**src/rtl/intel8080_pkg.sv**
```systemverilog
// Shared types for the 8080-style bus responders: access FSM states and bus direction codes.
package intel8080_pkg;

    typedef enum logic [1:0] {
        ST_IDLE,
        ST_WAIT,
        ST_ACCESS,
        ST_DONE
    } mem_state_t;

    localparam logic DIR_READ  = 1'b0;
    localparam logic DIR_WRITE = 1'b1;

endpackage

```
**src/rtl/ram_sp_sync.sv**
```systemverilog
// Single-port byte RAM with synchronous read and write-first behaviour; contents are never reset.
module ram_sp_sync #(
    parameter int unsigned ADDR_W = 8,
    parameter int unsigned DATA_W = 8
) (
    input  logic              clk_i,
    input  logic              en_i,
    input  logic              we_i,
    input  logic [ADDR_W-1:0] addr_i,
    input  logic [DATA_W-1:0] wdata_i,
    output logic [DATA_W-1:0] rdata_o
);

    localparam int unsigned DEPTH = 2 ** ADDR_W;

    logic [DATA_W-1:0] mem_q [DEPTH];
    logic [DATA_W-1:0] rdata_q;

    always_ff @(posedge clk_i) begin
        if (en_i) begin
            if (we_i) begin
                mem_q[addr_i] <= wdata_i;
                rdata_q       <= wdata_i;
            end else begin
                rdata_q <= mem_q[addr_i];
            end
        end
    end

    assign rdata_o = rdata_q;

endmodule

```
**src/rtl/mem_responder.sv**
```systemverilog
// CPU-side memory responder: address decode, wait-state insertion and a 4-phase
// rd/wr -> ack handshake in front of a synchronous single-port RAM.
module mem_responder
    import intel8080_pkg::*;
#(
    parameter int unsigned ADDR_W      = 8,
    parameter logic [15:0] BASE        = 16'h0000,
    parameter int unsigned WAIT_STATES = 2
) (
    input  logic        clk50M_i,
    input  logic        rst_i,
    input  logic [15:0] addr_i,
    input  logic [7:0]  data_i,
    input  logic        rd_i,
    input  logic        wr_i,
    output logic [7:0]  data_o,
    output logic        data_oe_o,
    output logic        ack_o,
    output logic        busy_o,
    output logic        err_o
);

    localparam logic [3:0] WAIT_LOAD = (WAIT_STATES == 0) ? 4'd0 : 4'(WAIT_STATES - 1);

    mem_state_t        state_q;
    logic [3:0]        cnt_q;
    logic [ADDR_W-1:0] addr_q;
    logic [7:0]        wdata_q;
    logic              dir_q;
    logic              armed_q;
    logic              ack_q;
    logic              oe_q;
    logic              busy_q;
    logic              err_q;
    logic [7:0]        data_q;

    logic              sel;
    logic              strobe_act;
    logic              start;
    logic              illegal;
    logic              ram_en;
    logic              ram_we;
    logic [7:0]        ram_rdata;

    always_comb begin
        sel        = (addr_i[15:ADDR_W] == BASE[15:ADDR_W]);
        strobe_act = (dir_q == DIR_WRITE) ? wr_i : rd_i;
        illegal    = sel && rd_i && wr_i;
        start      = armed_q && sel && (rd_i ^ wr_i);
        ram_en     = (state_q == ST_ACCESS);
        ram_we     = ram_en && (dir_q == DIR_WRITE);
    end

    // armed_q records that both strobes were last sampled low, so a strobe
    // still held on return to IDLE cannot retrigger an access.
    always_ff @(posedge clk50M_i or posedge rst_i) begin
        if (rst_i) begin
            state_q <= ST_IDLE;
            cnt_q   <= '0;
            addr_q  <= '0;
            wdata_q <= '0;
            dir_q   <= DIR_READ;
            armed_q <= 1'b1;
            ack_q   <= 1'b0;
            oe_q    <= 1'b0;
            busy_q  <= 1'b0;
            err_q   <= 1'b0;
            data_q  <= '0;
        end else begin
            armed_q <= !rd_i && !wr_i;
            err_q   <= 1'b0;
            unique case (state_q)
                ST_IDLE: begin
                    if (illegal) begin
                        err_q <= 1'b1;
                    end else if (start) begin
                        addr_q  <= addr_i[ADDR_W-1:0];
                        wdata_q <= data_i;
                        dir_q   <= wr_i ? DIR_WRITE : DIR_READ;
                        cnt_q   <= WAIT_LOAD;
                        busy_q  <= 1'b1;
                        state_q <= (WAIT_STATES > 0) ? ST_WAIT : ST_ACCESS;
                    end
                end
                ST_WAIT: begin
                    if (!strobe_act) begin
                        cnt_q   <= '0;
                        busy_q  <= 1'b0;
                        state_q <= ST_IDLE;
                    end else if (cnt_q == 4'd0) begin
                        state_q <= ST_ACCESS;
                    end else begin
                        cnt_q <= cnt_q - 4'd1;
                    end
                end
                ST_ACCESS: begin
                    busy_q  <= 1'b0;
                    state_q <= ST_DONE;
                end
                ST_DONE: begin
                    // ack follows one cycle into DONE, once the RAM read register is valid.
                    if (!strobe_act) begin
                        ack_q   <= 1'b0;
                        oe_q    <= 1'b0;
                        data_q  <= '0;
                        state_q <= ST_IDLE;
                    end else begin
                        ack_q  <= 1'b1;
                        oe_q   <= (dir_q == DIR_READ);
                        data_q <= (dir_q == DIR_READ) ? ram_rdata : 8'h00;
                    end
                end
                default: state_q <= ST_IDLE;
            endcase
        end
    end

    ram_sp_sync #(
        .ADDR_W (ADDR_W),
        .DATA_W (8)
    ) u_ram (
        .clk_i   (clk50M_i),
        .en_i    (ram_en),
        .we_i    (ram_we),
        .addr_i  (addr_q),
        .wdata_i (wdata_q),
        .rdata_o (ram_rdata)
    );

    assign data_o    = data_q;
    assign data_oe_o = oe_q;
    assign ack_o     = ack_q;
    assign busy_o    = busy_q;
    assign err_o     = err_q;

endmodule
```
**config.mk**
```make
export PLATFORM = sky130hd
export DESIGN_NAME = mem_responder
export DESIGN_NICKNAME = d
export VERILOG_FILES = /design/src/rtl/intel8080_pkg.sv /design/src/rtl/ram_sp_sync.sv /design/src/rtl/mem_responder.sv
export SDC_FILE = /design/constraint.sdc
export NUM_CORES = 2
export LEC_CHECK = 0
export CORE_MARGIN = 2
export CORE_UTILIZATION = 45
export DETAILED_ROUTE_END_ITERATION = 16
export SLEW_MARGIN = 10
export SYNTH_ARGS = -nofsm -noshare
export SYNTH_HDL_FRONTEND = slang
export SYNTH_SLANG_ARGS = --single-unit
export TNS_END_PERCENT = 20
```
**constraint.sdc**
```tcl
create_clock -name clk50M_i -period 11.2 [get_ports clk50M_i]
set_input_delay 3.36 -clock clk50M_i [delete_from_list [all_inputs] [get_ports clk50M_i]]
set_output_delay 3.36 -clock clk50M_i [all_outputs]
set_load 0.01 [all_outputs]
```
==> out/results.tsv <==
metric	value	unit
outcome	completed	
cts_buffers	210	
p_sw	3180	uW
drive_gt1_frac	0.232	
die_h	429	um
peakVddDrop	0.145	mV
vias	39223	
clock-root-buffer	clkbuf_16	
antenna_found_initial	6	
power_frac_clock	0.436	
grt_pass1_vias	39085	
num_io_pins	40	
synth_ff_type	edfxtp_1	
crit_arrival	5840	ps
grt_overflow	0	
track_usage	0.219	
drt_iter0_markers	4866	
r2r-end	u_ram.rdata_o[4]	
cap_viol_max_count	0	
area_delta_synth_final	11.9	%
syn_area	81400	um2
drv_slew	0	
nets	3918	
core_area	180000	um2
routabilityCongestion	0.865	
wire_per_inst	31.5	um
ys_types	58	
critPathCaptureType	register	
hpwl	121000	um
worst_pin_slew	1230	ps
die_x	429	um
crit_chain	buf_12 > buf_4 > mux4_2 > mux4_2 > nor2b_1 > nor4_1 > o21ai_0 > nor4_1 > o32ai_1	
p_sw_frac	0.203	
ctsResizeCount	0	
hold_viol_final	0	
clockBufferDepth	3	
netlist.area_leader.share	0.759	
maxSlewHeadroom	0.169	
drc	0	
die-area	184000	um2
p_seq_frac	0.546	
cts_tree	built	
setup_viol	0	
layout_common_cells	edfxtp_1, mux4_2, nor2_1, clkbuf_16, mux2i_1	
rows	156	
timing.fmax	190	MHz
syn_nets	3809	
drtPass1Iterations	7	
async_reset_ff_frac	0.0172	
via_per_inst	6.10	
pwr-share-comb	0.019	
r2r_setup_slack	5930	ps
htree_levels	4	
grt_max_degree	191	
fin_crit_sh	0.470	
min_to	data_oe_o	
holdWs	485	ps
finalWirelength	203000	um
syn_avg_cell_area	21.6	um2
cp_slowest_cell	nor4_1	
setup_tns	0	ps
hold-path-cell-count	1	
hold_class	reg2reg	
synth_edf_count	2056	
ys_seq_area_frac	0.770	
synth_area_leader_cell	edfxtp_1	
cpPeakStageDelay	830	ps
yosys_warnings	0	
synth-seq-cells	2092	
worstSetupPathType	reg2reg	
r2r-start	addr_q[0]	
finalWorstSetupSlack	5930	ps
initial_utilization	0.452	
met3_usage	0.0436	
fin_total_pwr	15700	uW
portBuffers	39	
min_from	data_oe_o	
crit_fanout	95	
globalRoute.busiestLayer	met2	
finClkSkew	35.6	ps
p_per_area	173	nW/um2
grt_pass1_wl	291000	um
cts_setup_buffers	0	
worst_r2r_path_depth	9	
use_met1	0.318	
clk_latency	850	ps
final_common_cell	edfxtp_1	
cts.reportedPaths.clkPinSlew	60	ps
clkSinkCount	2092	
drtAntennaViolNets	0	
period_needed	5270	ps
netlist_instances	3773	
rsz0062_at_grt	false	
fillers	14078	
synthTopCellsByArea	edfxtp_1, mux4_2, mux2i_1, nor2_1, dfrtp_1	
grt_use_met2	0.339	
ctsHoldBuffers	0	
p_leak	0.0226	uW
intPower	12500	uW
dp_slack	5150	ps
required	11780	ps
worst_setup_path_start_kind	register	
==> per-stage QoR <==
step,utilization,std cells,instance area [um2]
after detailed placement,0.468,6040,84400
after global placement,0.468,6040,84400
after CTS,0.505,6430,91000
after floorplan,-,3773,81400
after global routing,0.505,6431,91100
final,0.505,6432,91100
==> layout make-up <==
cell class	instances	area, um2	area share
Sequential cell	2092	62700	0.689
Multi-Input combinational cell	1452	17600	0.193
Clock buffer	267	5510	0.0605
Tap cell	2370	2970	0.0326
Clock inverter	123	1160	0.0127
Timing Repair Buffer	114	1070	0.0117
Inverter	12	45.0	0.000495
Antenna cell	2	5.00	0.0000550
==> metal layers <==
metal,vias up,routed length (um)
met1,21126,84600
met5,-,7
met2,1778,95500
li1,16012,-
met3,305,16700
met4,2,5700
==> power by group through the flow <==
| stage | Combinational, uW | Clock, uW | Sequential [uW] |
|---|---|---|---|
| after floorplan | 156 | 0 | 8740 |
| after global placement | 291 | 0 | 8740 |
| after detailed placement | 294 | 0 | 8740 |
| after CTS | 295 | 6960 | 8570 |
| after global routing | 320 | 7250 | 8570 |
| final | 295 | 6850 | 8570 |
==> worst max-delay path, delay by kind of cell (launching register included) <==
family,cells,cell delay [ps]
simple gates,3,1360
buf+inv,2,1260
compound gates,2,560
mux,2,1070
flops,1,540
==> registers in the layout, summed over array words and instances (netlist names), 4 cells and up, named ones only <==
register / cells
u_ram.rdata_o: 8
cnt_q: 4
data_o: 8
wdata_q: 8
u_ram.mem_q: 2048
addr_q: 8
==> cell usage after synthesis, drive strengths merged, types with 20 or more instances <==
library cell / instances
clkbuf: 70
o22ai: 27
nor2b: 25
a21oi: 34
o21ai: 48
a22oi: 44
nand3: 31
dfrtp: 35
nor3: 20
buf: 147
mux2: 30
mux4: 529
mux2i: 143
a22o: 20
edfxtp: 2056
nand2: 68
nor2: 304
==> worst max-delay path by stage <==
| stage | end | from | depth (start not counted) |
|---|---|---|---|
| global route | u_ram.rdata_o[4] | addr_q[0] | 9 |
| detailed placement | cnt_q[3] | addr_i[13] | 8 |
| global placement | cnt_q[2] | addr_i[13] | 8 |
| floorplan | cnt_q[0] | addr_i[13] | 6 |
| CTS | data_o[0] | data_o[0] | 1 |
| finish | u_ram.rdata_o[4] | addr_q[0] | 9 |
==> cell families after synthesis <==
kind of cell | count (synthesis) | synth area share
AO/OA/AOI/OAI | 243 | 0.0204
buffers and inverters | 229 | 0.0139
flip-flops | 2092 | 0.770
adder cells (fa/ha/maj) | 8 | 0.00123
AND/OR/NAND/NOR | 499 | 0.0263
multiplexers | 702 | 0.168
Note: power is estimated with default switching activity, not from simulation.
